$ cat src/rtl/fig_04b_regsel_ctrl_pkg.sv
// rtl/fig_04b_regsel_ctrl_pkg.sv - shared constants and types for the GSU register-select sequencer
package fig_04b_regsel_ctrl_pkg;

  localparam int         NREG_DEFAULT = 16;
  localparam int         SELW         = 4;
  localparam int         PC_REG_IDX   = 15;

  localparam logic [7:0] OP_ALT1      = 8'h3D;
  localparam logic [7:0] OP_ALT2      = 8'h3E;
  localparam logic [7:0] OP_ALT3      = 8'h3F;
  localparam logic [3:0] OP_TO_HI     = 4'h1;
  localparam logic [3:0] OP_WITH_HI   = 4'h2;
  localparam logic [3:0] OP_FROM_HI   = 4'hB;
  localparam logic [7:0] OP_BR_LO     = 8'h05;
  localparam logic [7:0] OP_BR_HI     = 8'h0F;

  typedef enum logic [1:0] {
    WR_SRC_ALU  = 2'd0,
    WR_SRC_LOAD = 2'd1,
    WR_SRC_HOST = 2'd2,
    WR_SRC_MOVE = 2'd3
  } wr_src_e;

  typedef enum logic [1:0] {
    ST_IDLE = 2'd0,
    ST_RUN  = 2'd1,
    ST_HOLD = 2'd2
  } state_e;

  typedef struct packed {
    logic [SELW-1:0] sel;
    wr_src_e         src;
  } wr_req_t;

  function automatic logic is_branch(input logic [7:0] op);
    return (op >= OP_BR_LO) && (op <= OP_BR_HI);
  endfunction

endpackage

$ cat src/rtl/fig_04b_regsel_wrarb.sv
// rtl/fig_04b_regsel_wrarb.sv - register-file write-port arbiter with one-entry hold buffer
module fig_04b_regsel_wrarb
  import fig_04b_regsel_ctrl_pkg::*;
(
  input  logic            clk,
  input  logic            reset_l,
  input  logic            go,
  input  logic            ld_we,
  input  logic [SELW-1:0] ld_dst,
  input  logic            host_we,
  input  logic [SELW-1:0] ha,
  input  logic            core_vld,
  input  wr_req_t         core_req,
  output logic            run_ok,
  output logic            host_ack,
  output logic            wr_en,
  output logic [SELW-1:0] wr_sel,
  output logic [1:0]      wr_src
);

  state_e  state_q, state_d;
  wr_req_t buf_q, buf_d;

  always_ff @(posedge clk or negedge reset_l) begin
    if (!reset_l) begin
      state_q <= ST_IDLE;
      buf_q   <= '{sel: '0, src: WR_SRC_ALU};
    end else begin
      state_q <= state_d;
      buf_q   <= buf_d;
    end
  end

  always_comb begin
    state_d  = state_q;
    buf_d    = buf_q;
    wr_en    = 1'b0;
    wr_sel   = '0;
    wr_src   = WR_SRC_ALU;
    host_ack = 1'b0;
    case (state_q)
      ST_IDLE: begin
        // A load still in flight when go dropped outranks the host.
        if (ld_we) begin
          wr_en  = 1'b1;
          wr_sel = ld_dst;
          wr_src = WR_SRC_LOAD;
        end else if (host_we) begin
          wr_en    = 1'b1;
          wr_sel   = ha;
          wr_src   = WR_SRC_HOST;
          host_ack = 1'b1;
        end
        if (go) state_d = ST_RUN;
      end
      ST_RUN: begin
        if (!go) state_d = ST_IDLE;
        if (ld_we) begin
          wr_en  = 1'b1;
          wr_sel = ld_dst;
          wr_src = WR_SRC_LOAD;
          if (core_vld) begin
            buf_d   = core_req;
            state_d = ST_HOLD;
          end
        end else if (core_vld) begin
          wr_en  = 1'b1;
          wr_sel = core_req.sel;
          wr_src = core_req.src;
        end
      end
      ST_HOLD: begin
        // A load arriving here still wins; the buffered entry waits another cycle.
        if (ld_we) begin
          wr_en  = 1'b1;
          wr_sel = ld_dst;
          wr_src = WR_SRC_LOAD;
        end else begin
          wr_en   = 1'b1;
          wr_sel  = buf_q.sel;
          wr_src  = buf_q.src;
          state_d = go ? ST_RUN : ST_IDLE;
        end
      end
      default: state_d = ST_IDLE;
    endcase
  end

  assign run_ok = (state_q == ST_RUN);

endmodule

$ cat src/rtl/fig_04b_regsel_ctrl.sv
// rtl/fig_04b_regsel_ctrl.sv - GSU prefix tracker and register-select sequencer
// FIG04B_ALT3_EN: when defined, opcode 0x3F acts as a combined ALT1+ALT2 prefix.
module fig_04b_regsel_ctrl
  import fig_04b_regsel_ctrl_pkg::*;
#(
  parameter int NREG   = NREG_DEFAULT,
  parameter int PC_REG = PC_REG_IDX
) (
  input  logic            clk,
  input  logic            reset_l,
  input  logic            go,
  input  logic            op_valid,
  input  logic [7:0]      op,
  output logic            op_ready,
  input  logic            resflags,
  input  logic            exec_we,
  input  logic            ld_we,
  input  logic [SELW-1:0] ld_dst,
  input  logic            host_we,
  input  logic [SELW-1:0] ha,
  output logic            host_ack,
  output logic [SELW-1:0] sreg,
  output logic [SELW-1:0] dreg,
  output logic            bflag,
  output logic            alt1,
  output logic            alt2,
  output logic [SELW-1:0] ysel,
  output logic [SELW-1:0] zsel,
  output logic            wr_en,
  output logic [SELW-1:0] wr_sel,
  output logic [1:0]      wr_src,
  output logic            moves_flags,
  output logic            pc_wr
);

  logic [SELW-1:0] sreg_q, sreg_d, dreg_q, dreg_d;
  logic            bflag_q, bflag_d, alt1_q, alt1_d, alt2_q, alt2_d;

  logic            run_ok, accept;
  logic [3:0]      op_hi, op_n;
  logic            is_to, is_with, is_from;
  logic            move_op, moves_op, core_vld;
  wr_req_t         core_req;

  assign op_hi    = op[7:4];
  assign op_n     = op[3:0];
  assign is_to    = (op_hi == OP_TO_HI);
  assign is_with  = (op_hi == OP_WITH_HI);
  assign is_from  = (op_hi == OP_FROM_HI);

  assign op_ready = run_ok;
  assign accept   = op_valid && run_ok;
  assign move_op  = accept && bflag_q && is_to;
  assign moves_op = accept && bflag_q && is_from;

  always_ff @(posedge clk or negedge reset_l) begin
    if (!reset_l) begin
      sreg_q  <= '0;
      dreg_q  <= '0;
      bflag_q <= 1'b0;
      alt1_q  <= 1'b0;
      alt2_q  <= 1'b0;
    end else begin
      sreg_q  <= sreg_d;
      dreg_q  <= dreg_d;
      bflag_q <= bflag_d;
      alt1_q  <= alt1_d;
      alt2_q  <= alt2_d;
    end
  end

  always_comb begin
    sreg_d  = sreg_q;
    dreg_d  = dreg_q;
    bflag_d = bflag_q;
    alt1_d  = alt1_q;
    alt2_d  = alt2_q;
    if (resflags) begin
      sreg_d  = '0;
      dreg_d  = '0;
      bflag_d = 1'b0;
      alt1_d  = 1'b0;
      alt2_d  = 1'b0;
    end else if (accept) begin
      if (op == OP_ALT1) begin
        alt1_d = 1'b1;
      end else if (op == OP_ALT2) begin
        alt2_d = 1'b1;
`ifdef FIG04B_ALT3_EN
      end else if (op == OP_ALT3) begin
        alt1_d = 1'b1;
        alt2_d = 1'b1;
`endif
      end else if (is_with) begin
        sreg_d  = op_n;
        dreg_d  = op_n;
        bflag_d = 1'b1;
      end else if (is_to && !bflag_q) begin
        dreg_d = op_n;
      end else if (is_from && !bflag_q) begin
        sreg_d = op_n;
      end else if (!is_branch(op)) begin
        // MOVE, MOVES and every executing opcode end the prefix chain.
        sreg_d  = '0;
        dreg_d  = '0;
        bflag_d = 1'b0;
        alt1_d  = 1'b0;
        alt2_d  = 1'b0;
      end
    end
  end

  always_comb begin
    core_req = '{sel: dreg_q, src: WR_SRC_ALU};
    core_vld = 1'b0;
    if (move_op) begin
      core_req = '{sel: op_n, src: WR_SRC_MOVE};
      core_vld = 1'b1;
    end else if (moves_op) begin
      core_req = '{sel: dreg_q, src: WR_SRC_MOVE};
      core_vld = 1'b1;
    end else if (accept && exec_we) begin
      core_vld = 1'b1;
    end
  end

  fig_04b_regsel_wrarb u_wrarb (
    .clk      (clk),
    .reset_l  (reset_l),
    .go       (go),
    .ld_we    (ld_we),
    .ld_dst   (ld_dst),
    .host_we  (host_we),
    .ha       (ha),
    .core_vld (core_vld),
    .core_req (core_req),
    .run_ok   (run_ok),
    .host_ack (host_ack),
    .wr_en    (wr_en),
    .wr_sel   (wr_sel),
    .wr_src   (wr_src)
  );

  assign ysel        = (op_valid && bflag_q && is_from) ? op_n : sreg_q;
  assign zsel        = op_n;
  assign moves_flags = moves_op;
  assign pc_wr       = wr_en && (PC_REG < NREG) && (int'(wr_sel) == PC_REG);

  assign sreg  = sreg_q;
  assign dreg  = dreg_q;
  assign bflag = bflag_q;
  assign alt1  = alt1_q;
  assign alt2  = alt2_q;

endmodule

$ cat config.mk
export PLATFORM = sky130hd
export DESIGN_NAME = fig_04b_regsel_ctrl
export DESIGN_NICKNAME = d
export VERILOG_FILES = /design/src/rtl/fig_04b_regsel_ctrl_pkg.sv /design/src/rtl/fig_04b_regsel_wrarb.sv /design/src/rtl/fig_04b_regsel_ctrl.sv
export SDC_FILE = /design/constraint.sdc
export NUM_CORES = 1
export LEC_CHECK = 0
export BUFFER_PORTS_ARGS = -buffer_cell sky130_fd_sc_hd__clkbuf_2
export CAP_MARGIN = 20
export CORE_MARGIN = 3
export CORE_UTILIZATION = 53
export DETAILED_ROUTE_END_ITERATION = 10
export GPL_TIMING_DRIVEN = 1
export PLACE_DENSITY = 0.85
export SYNTH_ARGS = -nofsm -noshare
export SYNTH_HDL_FRONTEND = slang
export SYNTH_HIERARCHICAL = 1
export SYNTH_SLANG_ARGS = --single-unit
$ cat constraint.sdc
create_clock -name clk -period 3.8 [get_ports clk]
set_input_delay 0.19 -clock clk [delete_from_list [all_inputs] [get_ports clk]]
set_output_delay 0.19 -clock clk [all_outputs]
set_load 0.005 [all_outputs]
==> metrics.md <==
| Metric | Value |
|---|---|
| Run status | `completed` |
| Starting Density | `56.9%` |
| Clk pin slew, worst setup/hold paths | `100 ps` |
| Worst Setup End Kind | `output port` |
| Number of synthesized flops with an enable pin | `0` |
| Setup_tns | `0 ps` |
| CTS Buf Count | `3` |
| Vias in the first global route | `1,346` |
| Power Dens Cells | `244 nW/µm²` |
| Gr usage total | `21.5%` |
| Final nets | `230` |
| Largest family of logic cells by synthesized area | `compound AO/OA/AOI/OAI gates` |
| # DRC | `0` |
| Mapped Area | `1450 µm²` |
| Die Height | `58.3 µm` |
| Final hold violations | `0` |
| Core area | `2540 µm²` |
| Ys flop type | `dfrtp_1` |
| Seq/Total Area, Yosys | `32.8%` |
| Most frequent cells after synthesis | `dfrtp_1 (19), nand2_1 (18), mux2_2 (10)` |
| Routed wire length | `3630 µm` |
| Skew-Pair Late Insertion Delay | `300 ps` |
| Area share of fa/ha/maj cells after synthesis | `0%` |
| Via-to-Cell Ratio | `6.12` |
| Maximum vdd drop | `0.000216 V` |
| Longest Clk Path Bufs | `2` |
| CP Data Required Time | `3610 ps` |
| Total Power | `0.000417 W` |
| Final-layout fill cell count | `220` |
| Mux cell area share after synthesis | `11.2%` |
| Via count | `1,439` |
| RSZ-0062 raised after global routing | `no` |
| # diodes | `0` |
| Post-Synth Simple-Gate Area | `22.5%` |
| MaxCap Viol Count | `0` |
| Fmax | `288 MHz` |
| Yosys warning count | `6` |
| Area Growth Syn to Fin | `17.8%` |
| Kind of critical path | `register to output port` |
| Initial antenna violation count | `0` |
| Max Slew Vio Count | `0` |
| Share of layout cells above drive strength 1 | `37.1%` |
| Pre-Repair DR Iteration Count | `5` |
| Cells after Synth | `161` |
| Standard-cell rows | `18` |
| Top cells by area, synth | `dfrtp_1 (33%), mux2_2 (7.8%), nand2_1 (4.7%)` |
| Worst-case clock skew | `1.65 ps` |
| DP HPWL | `2820 µm` |
| IO Pins | `54` |
| Post-synthesis xor/xnor area fraction | `1.73%` |
| Top-count cell post-synth | `dfrtp_1` |
| Max_slew headroom | `41.5%` |
| Routability-driven placement congestion ratio | `0.876` |
| Clock tree root buffer cell | `clkbuf_4` |
| Compound-Gate Fraction of Synth Area | `23.6%` |
| Period utilization | `91.5%` |
| CP Max Fanout | `13` |
| Worst Hold Class | `primary input to register` |
| Setup violations, final | `0` |
| WL/cell | `15.4 µm` |
| Synth top area share | `32.8%` |
| Overflow after GRT | `0` |
| Seq cells post-synth | `19` |
| Post-Syn Nets | `185` |
| Clock sink total | `19` |
| Routed Antenna Nets | `0` |
| Async S/R FF share, synth | `100%` |
| Pin count of the biggest net entering global routing | `20` |
| Yosys cell types | `49` |
| H-Tree Depth | `1` |
| Port Buffer Count | `53` |
| Initial DRC count | `86` |
| First-pass GRT wire length | `5850 µm` |
| Worst slew pin tran | `878 ps` |
| CTS tree | `built` |
| Critical path startpoint category | `register` |
| Worst EP arrival | `3290 ps` |
| Crit path time final | `3480 ps` |
| Die area | `3400 µm²` |
| Resized Gates After CTS | `0` |
| Die W | `58.3 µm` |
| Static leakage power | `0.867 nW` |
| Area leader, netlist | `dfrtp_1` |
| Syn avg cell area | `9.00 µm²` |
[kinds of logic after synthesis]
group	count (synthesis)
buffers and inverters	23
DFF	19
muxes	15
xor gates and xnor gates	2
and+or+nand+nor	57
AOI/OAI and AO/OA	45
[sequential cells by signal, indices dropped and copies added, names as in the netlist]
name and flops:
bflag 1, sreg 4, dreg 4, u_wrarb/state_q 2, alt2 1, alt1 1, u_wrarb/buf_q 6
[power by group]
group | internal [W] | switching, W | total (W)
Sequential | 0.000206 | 0.00000601 | 0.000212
Clock | 0.0000409 | 0.0000614 | 0.000102
Combinational | 0.0000443 | 0.0000581 | 0.000102
Total | 0.000292 | 0.000125 | 0.000417
[timing repair]
item                      CTS  global route
buffers inserted            0             0
hold buffers                1             0
hold endpoints to repair   19             0
[cell type report]
cell class / count / area, µm² / area share, %
Sequential cell: 19 / 475 / 27.9
Inverter: 8 / 30.0 / 1.76
Multi-Input combinational cell: 119 / 855 / 50.1
Timing Repair Buffer: 55 / 283 / 16.6
Clock buffer: 4 / 26.3 / 1.54
Tap cell: 30 / 37.5 / 2.20
[cell usage in the layout (no fill, tap or decap), drive strengths merged, types with 5 or more instances in the layout]
cell,n
a21oi,8
clkbuf,57
dfrtp,19
inv,8
mux2,10
mux2i,5
nand2,18
nor2,6
nor2b,7
nor3,8
o21ai,6
[path summary, 6_finish.rpt]
kind	from	to	slack [ps]	cells past startpoint
setup / recovery	u_wrarb/state_q[0]$_DFFE_PN0P_	pc_wr	320	11
hold / removal	go	u_wrarb/state_q[0]$_DFFE_PN0P_	90	3
setup reg to reg	u_wrarb/state_q[0]$_DFFE_PN0P_	u_wrarb/buf_q[1]$_DFFE_PN0P_	1150	7
hold reg to reg	u_wrarb/buf_q[4]$_DFFE_PN0P_	u_wrarb/buf_q[4]$_DFFE_PN0P_	520	1
max in group asynchronous	reset_l	u_wrarb/state_q[1]$_DFFE_PN0P_	3120	2
min in group asynchronous	reset_l	alt1$_DFFE_PN0P_	360	2
[worst max-delay path, cell delays in order (launching register included)]
cell,delay [ps]
dfrtp_1,590
nor2b_4,370
nand2_1,130
nor4_2,540
a21o_1,230
a31o_2,250
a21oi_1,100
o21a_1,190
nor3_1,260
nand3_1,110
nor2_1,110
clkbuf_2,120
[stage by stage]
stage          utilization (%)  instance area, µm²  std cells  hold slack, ps  worst slack [ps]
2_1_floorplan                -                1450        161            -106              1120
3_3_place_gp              65.6                1670        230             157               881
3_5_place_dp              65.6                1670        230             170               692
4_1_cts                   67.1                1710        235             101               353
5_1_grt                   67.1                1710        235             119              8.96
6_report                  67.1                1710        235            90.6               323
[per-layer routing]
metal  vias to the layer above  wire length (µm)  track usage (%)
met4                         0                44             5.63
li1                        674                 -                -
met3                         7               268             2.67
met5                         -                 0                0
met1                       690              1450             25.8
met2                        68              1860             40.0
No activity file was read; power rests on OpenSTA's default activity.
